`src/rtl/muldiv_iter_32.sv`:
```
// Iterative 32x32 multiply / restoring divide with start/busy/done handshake.
// Define MULDIV_SIGNED_EN to enable two's-complement operation selected by op[1].
module muldiv_iter_32 #(
    parameter int WIDTH = 32,
    parameter int ITER  = 32
) (
    input  logic             clk,
    input  logic             rst_n,
    input  logic             start,
    input  logic [1:0]       op,
    input  logic [WIDTH-1:0] a,
    input  logic [WIDTH-1:0] b,
    output logic             busy,
    output logic             done,
    output logic             div_by_zero,
    output logic [WIDTH-1:0] hi,
    output logic [WIDTH-1:0] lo
);

    // state | meaning
    // IDLE  | waiting for start
    // RUN   | one shift-add / shift-subtract step per cycle
    // FIN   | hi/lo valid, done pulse; a new start is accepted here too
    typedef enum logic [1:0] {
        S_IDLE = 2'd0,
        S_RUN  = 2'd1,
        S_FIN  = 2'd2
    } state_t;

    localparam int CNT_W = $clog2(ITER);
    localparam logic [CNT_W-1:0] CNT_LAST = CNT_W'(ITER - 1);

    state_t           state_q;
    logic [CNT_W-1:0] cnt_q;
    logic             is_div_q;
    logic [WIDTH-1:0] operand_q;
    logic [WIDTH-1:0] acc_hi_q;
    logic [WIDTH-1:0] acc_lo_q;
    logic             busy_q;
    logic             done_q;
    logic             dbz_q;
    logic [WIDTH-1:0] hi_q;
    logic [WIDTH-1:0] lo_q;

    logic [WIDTH-1:0] a_mag;
    logic [WIDTH-1:0] b_mag;
    logic [WIDTH:0]   mul_sum;
    logic [WIDTH:0]   div_shift;
    logic [WIDTH:0]   div_trial;
    logic [WIDTH-1:0] step_hi_d;
    logic [WIDTH-1:0] step_lo_d;
    logic [WIDTH-1:0] res_hi_d;
    logic [WIDTH-1:0] res_lo_d;

`ifdef MULDIV_SIGNED_EN
    logic             neg_main_q;
    logic             neg_rem_q;
    logic             neg_main_d;
    logic             neg_rem_d;
    logic [2*WIDTH-1:0] prod_fix;

    // Operands iterate as magnitudes; signs are restored when hi/lo are registered.
    always_comb begin
        a_mag      = (op[1] && a[WIDTH-1]) ? -a : a;
        b_mag      = (op[1] && b[WIDTH-1]) ? -b : b;
        neg_main_d = op[1] & (a[WIDTH-1] ^ b[WIDTH-1]);
        neg_rem_d  = op[1] & op[0] & a[WIDTH-1];
    end

    always_comb begin
        prod_fix = {step_hi_d, step_lo_d};
        res_hi_d = step_hi_d;
        res_lo_d = step_lo_d;
        if (is_div_q) begin
            if (neg_main_q) res_lo_d = -step_lo_d;
            if (neg_rem_q)  res_hi_d = -step_hi_d;
        end else if (neg_main_q) begin
            prod_fix = -{step_hi_d, step_lo_d};
            res_hi_d = prod_fix[2*WIDTH-1:WIDTH];
            res_lo_d = prod_fix[WIDTH-1:0];
        end
    end
`else
    logic unused_op_sign;
    assign unused_op_sign = op[1];
    assign a_mag    = a;
    assign b_mag    = b;
    assign res_hi_d = step_hi_d;
    assign res_lo_d = step_lo_d;
`endif

    // Both operations share the {acc_hi, acc_lo} pair: multiplier / dividend starts in acc_lo.
    always_comb begin
        mul_sum   = {1'b0, acc_hi_q} + (acc_lo_q[0] ? {1'b0, operand_q} : '0);
        div_shift = {acc_hi_q, acc_lo_q[WIDTH-1]};
        div_trial = div_shift - {1'b0, operand_q};
        if (is_div_q) begin
            if (!div_trial[WIDTH]) begin
                step_hi_d = div_trial[WIDTH-1:0];
                step_lo_d = {acc_lo_q[WIDTH-2:0], 1'b1};
            end else begin
                step_hi_d = div_shift[WIDTH-1:0];
                step_lo_d = {acc_lo_q[WIDTH-2:0], 1'b0};
            end
        end else begin
            step_hi_d = mul_sum[WIDTH:1];
            step_lo_d = {mul_sum[0], acc_lo_q[WIDTH-1:1]};
        end
    end

    always_ff @(posedge clk or negedge rst_n) begin
        if (!rst_n) begin
            state_q   <= S_IDLE;
            cnt_q     <= '0;
            is_div_q  <= 1'b0;
            operand_q <= '0;
            acc_hi_q  <= '0;
            acc_lo_q  <= '0;
            busy_q    <= 1'b0;
            done_q    <= 1'b0;
            dbz_q     <= 1'b0;
            hi_q      <= '0;
            lo_q      <= '0;
`ifdef MULDIV_SIGNED_EN
            neg_main_q <= 1'b0;
            neg_rem_q  <= 1'b0;
`endif
        end else begin
            done_q <= 1'b0;
            dbz_q  <= 1'b0;
            case (state_q)
                S_IDLE, S_FIN: begin
                    if (start) begin
                        is_div_q  <= op[0];
                        operand_q <= b_mag;
                        acc_hi_q  <= '0;
                        acc_lo_q  <= a_mag;
                        cnt_q     <= '0;
`ifdef MULDIV_SIGNED_EN
                        neg_main_q <= neg_main_d;
                        neg_rem_q  <= neg_rem_d;
`endif
                        if (op[0] && (b == '0)) begin
                            // Divide by zero completes without iterating; hi carries the raw dividend.
                            state_q <= S_FIN;
                            busy_q  <= 1'b0;
                            done_q  <= 1'b1;
                            dbz_q   <= 1'b1;
                            hi_q    <= a;
                            lo_q    <= '1;
                        end else begin
                            state_q <= S_RUN;
                            busy_q  <= 1'b1;
                        end
                    end else begin
                        state_q <= S_IDLE;
                        busy_q  <= 1'b0;
                    end
                end
                S_RUN: begin
                    acc_hi_q <= step_hi_d;
                    acc_lo_q <= step_lo_d;
                    cnt_q    <= cnt_q + 1'b1;
                    if (cnt_q == CNT_LAST) begin
                        state_q <= S_FIN;
                        busy_q  <= 1'b0;
                        done_q  <= 1'b1;
                        hi_q    <= res_hi_d;
                        lo_q    <= res_lo_d;
                    end
                end
                default: begin
                    state_q <= S_IDLE;
                    busy_q  <= 1'b0;
                end
            endcase
        end
    end

    assign busy        = busy_q;
    assign done        = done_q;
    assign div_by_zero = dbz_q;
    assign hi          = hi_q;
    assign lo          = lo_q;

endmodule

```
`config.mk`:
```
export PLATFORM = sky130hd
export DESIGN_NAME = muldiv_iter_32
export DESIGN_NICKNAME = d
export VERILOG_FILES = /design/src/rtl/muldiv_iter_32.sv
export SDC_FILE = /design/constraint.sdc
export NUM_CORES = 1
export LEC_CHECK = 0
export BUFFER_PORTS_ARGS = -buffer_cell sky130_fd_sc_hd__buf_2
export CORE_MARGIN = 2
export CORE_UTILIZATION = 63
export DETAILED_ROUTE_END_ITERATION = 7
export GPL_TIMING_DRIVEN = 0
export PLACE_DENSITY = 0.85
export SETUP_SLACK_MARGIN = 0.02
export SKIP_CTS_REPAIR_TIMING = 1
export SLEW_MARGIN = 5
export SYNTH_ARGS = -nofsm -noshare
export SYNTH_HDL_FRONTEND = slang
export SYNTH_SLANG_ARGS = --single-unit
```
`constraint.sdc`:
```
create_clock -name clk -period 9.1 [get_ports clk]
set_input_delay 1.365 -clock clk [delete_from_list [all_inputs] [get_ports clk]]
set_output_delay 1.365 -clock clk [all_outputs]
set_load 0.02 [all_outputs]
```
* Word level (Yosys, flattened, before mapping) *
Index checks and enable logic that the tools add are counted.

storage, ports and cells
  flip-flop bits (word level) = 171
  output and inout bits = 67
  input port bits = 69
  word-level logic and storage cells = 60

cells by class
  reductions and logical operators = 8
  multiplexer cells = 32
  add/sub/neg operators = 3
  equality and inequality tests = 6

operators with widths
  kind                 count
  $mux 32              12
  $pmux 32 s2          4
  $add 32x32->33       1
  $sub 33x32->33       1
  $logic_not 32->1     1
  $pmux 5 s2           1
  $mux 1               8
  $mux 2               3
  $ne 2x2->1 const B   3
  $add 5x1->5 const B  1
  $eq 5x5->1 const B   1
  $mux 5               1
  $pmux 1 s2           2
  $pmux 2 s2           1
  $reduce_and 2->1     2
  $reduce_and 4->1     1
  $eq 2x1->1 const B   1
  $eq 2x2->1 const B   1
  $logic_not 2->1      1
  $reduce_bool 2->1    1
  $reduce_or 2->1      1
  $logic_and 1x1->1    1

* Logic depth before layout (Yosys ltp) *
  word-level depth = 5
  mapped depth = 16
  mapped depth without buffers = 14

* Least setup slack after synthesis *
No wires, ideal clock.

  kind = input port to flip-flop
  from = input port b[1]
  to = register hi_q[11], in the netlist hi[11]
  slack = 5.868 ns
  path buffers = 2
  data required time = 8.959 ns
  stages = 10
  library setup time = 0.141 ns
  arrival time = 3.091 ns
  cell sequence = nor4b_1 > nand4_1 > nor3_1 > nand2_1 > inv_1 > nor2_1 > inv_1 > clkbuf_1 > buf_1 > a31oi_1

between the ends
  cells in the longest elaborated chain, start to end = 4

RTL lines
  item                        line  text
  from (decl)                 12    input logic [WIDTH-1:0] b,
  $logic_not 32->1            143   if (op[0] && (b == '0)) begin
  $logic_and 1x1->1           143
  $ne 2x2->1 (no line)        --
  $reduce_and 4->1 (no line)  --
  to (signal assigned)        168   hi_q <= res_hi_d;
  to (decl)                   42    logic [WIDTH-1:0] hi_q;

No other way between the ends.
A chain may end at the register's enable or synchronous reset.

* Final worst setup path *
  from = input port b[3]
  to = register hi_q[19], in the netlist hi[19]

Same word-level chain as after synthesis.

==> flow_metrics.tcl <==
set metrics [dict create \
    ioPinCount 136 \
    synthToLayoutAreaGrowth_pct 14.1 \
    path_max_fanout 10 \
    vias 11540 \
    synth_top_area_share_pct 37.6 \
    slew_violations 0 \
    critPathSlowestCell "nor3_1" \
    synth_area_leaders "dfrtp_1 (38%), ha_1 (7.2%), nand2_1 (7.1%)" \
    clock_latency_ps 450 \
    start_util_pct 63.9 \
    critPathRequiredTime_ps 9470 \
    grt_overflow 0 \
    ys_warn_count 0 \
    cts_buffer_depth 2 \
    yosysMostFrequentCell "nand2_1" \
    cts_root_buf "clkbuf_16" \
    synth-seq-area-share_pct 37.6 \
    grt_pass1_vias 11167 \
    antenna_cells 0 \
    via_per_inst 6.52 \
    cp_cell_sequence "buf_2, nor4_1, nand4_1, nor3_1, nand2_1, inv_1, nor2_1, inv_1, clkbuf_1, buf_1, nor2_1, a21oi_1" \
    post-route-period-util_pct 52.4 \
    drt_iter0_drc 1224 \
    critical_path_arrival_ps 5140 \
    wire_per_inst_um 21.8 \
    outcome "finished clean" \
    syn_area_um2 11400 \
    gp_congestion 1.00 \
    num_rows 49 \
    max-cap-violations 0 \
    htreeDepth 4 \
    fill_cells 1412 \
    finalSetupTns_ps 0 \
    cp-start-kind "input pin" \
    ant_nets 0 \
    drc 0 \
    synth_ff_type "dfrtp_1" \
    setup_violations 0 \
    final-hold-violation-count 0 \
    synthDistinctLibCells 71 \
    layout-drive-gt1-share_pct 12.6 \
    routed_wl_um 38700 \
    post-route-min-period_ps 4770 \
    synth_cells 1375 \
    max_stage_delay_ps 800 \
    hold_class "register to register" \
    die_h_um 138 \
    path_class "input pin to register" \
    cts.sinks 171 \
    syn_nets 1512 \
    synth_common_cells "nand2_1 (217), dfrtp_1 (171), a21oi_1 (123)" \
    design_area_um2 13000 \
    placed_cell_area_um2 12400 \
    dr.pass1.iters 6 \
    postSynth.asyncResetShare_pct 100 \
    synth_edf_count 0 \
    slew-limit-headroom_pct 36.9 \
    hpwl_um 29200 \
    yosys_register_bits 171 \
    fmax_ghz 0.210 \
    fp.dieW_um 138 \
    rsz0062_at_grt "false" \
    grt_usage_pct 40.2 \
    grt_max_degree 110 \
    grt_antenna_before_repair 0 \
    cts_tree "built" \
    cp-end-kind "register" \
    syn_area_per_cell_um2 8.29 \
    dieArea_um2 19200 \
    fin_nets 1666 \
    whs_ps 503 \
    grt_first_pass_wirelength_um 60200 \
    core_area_um2 17800 \
    synth_top_area_cell "dfrtp_1" \
    finalClockSkew_ps 14.1 \
    cts_buffers 17 \
    clk_pin_slew_worst_paths_ps 80 \
    port_buffers 134 \
    worstMarginPinSlew_ps 939 \
]
==> worst paths after layout <==
kind                                            end  slack [ps]                    start  cells past startpoint
max                              hi[19]$_DFFE_PN0P_        4330                     b[3]                     12
min                              hi[14]$_DFFE_PN0P_         500       hi[14]$_DFFE_PN0P_                      2
max reg2reg                acc_hi_q[28]$_DFFE_PN0P_        4740  acc_lo_q[0]$_DFFE_PN0P_                     13
min reg2reg                      hi[14]$_DFFE_PN0P_         500       hi[14]$_DFFE_PN0P_                      2
max in group asynchronous  acc_hi_q[23]$_DFFE_PN0P_        7360                    rst_n                      2
min in group asynchronous        lo[15]$_DFFE_PN0P_         820                    rst_n                      1
==> critical path, delay by kind of cell <==
kind | cells | cell delay, ps
AND/OR/NAND/NOR | 6 | 2220
AO/OA/AOI/OAI | 1 | 140
buffers and inverters | 5 | 1390
==> cell type report <==
type	instances	area [µm²]	share of cell area [%]
plain buffers	83	325	2.50
clock buffers	17	425	3.27
well taps	229	287	2.20
repair buffers	135	708	5.45
flip-flops and latches	171	4280	32.9
multi-input cells	1068	6590	50.7
inverters	53	199	1.53
clock inverters	15	191	1.47
==> metrics by stage <==
stage	util [%]	worst slack (ps)	cells
2_1_floorplan	-	5870	1375
3_3_place_gp	69.2	4030	1738
3_5_place_dp	69.4	4110	1739
4_1_cts	72.9	4530	1771
5_1_grt	72.9	4270	1771
6_report	72.9	4330	1771
==> flip-flops by register name, indices dropped and copies added (netlist names) <==
register     count
acc_hi_q        32
acc_lo_q        32
hi              32
lo              32
operand_q       32
cnt_q            5
state_q          2
busy             1
div_by_zero      1
done             1
is_div_q         1
==> kinds of logic after synthesis <==
| group | count (synthesis) | share of synthesized area (%) |
|---|---|---|
| multiplexers | 27 | 2.48 |
| flip-flops | 171 | 37.6 |
| AO/OA/AOI/OAI | 442 | 24.5 |
| adder cells (fa/ha/maj) | 68 | 7.60 |
| AND/OR/NAND/NOR | 478 | 19.2 |
| XOR/XNOR | 53 | 4.07 |
| buffers and inverters | 136 | 4.60 |
==> layout by cell type, fill, tap and decap left out, drive strengths merged, types with 52 or more instances in the layout <==
cell    netlist  routed
nand2       217     217
o21ai       104     104
a21oi       123     123
a31oi        52      52
nor2         95      95
inv          52      60
clkbuf       63      80
buf          20     155
dfrtp       171     171
ha           66      66
==> routing by layer <==
metal	routed length (µm)	track usage [%]	up-vias
li1	-	-	5211
met1	15100	52.7	5413
met2	17500	64.7	749
met3	4120	7.83	167
met4	1910	18.9	0
met5	0	0	-
Power is left out: the tool's default activity adds up to more than one toggle a clock period on the data nets, which glitch-free logic cannot reach.
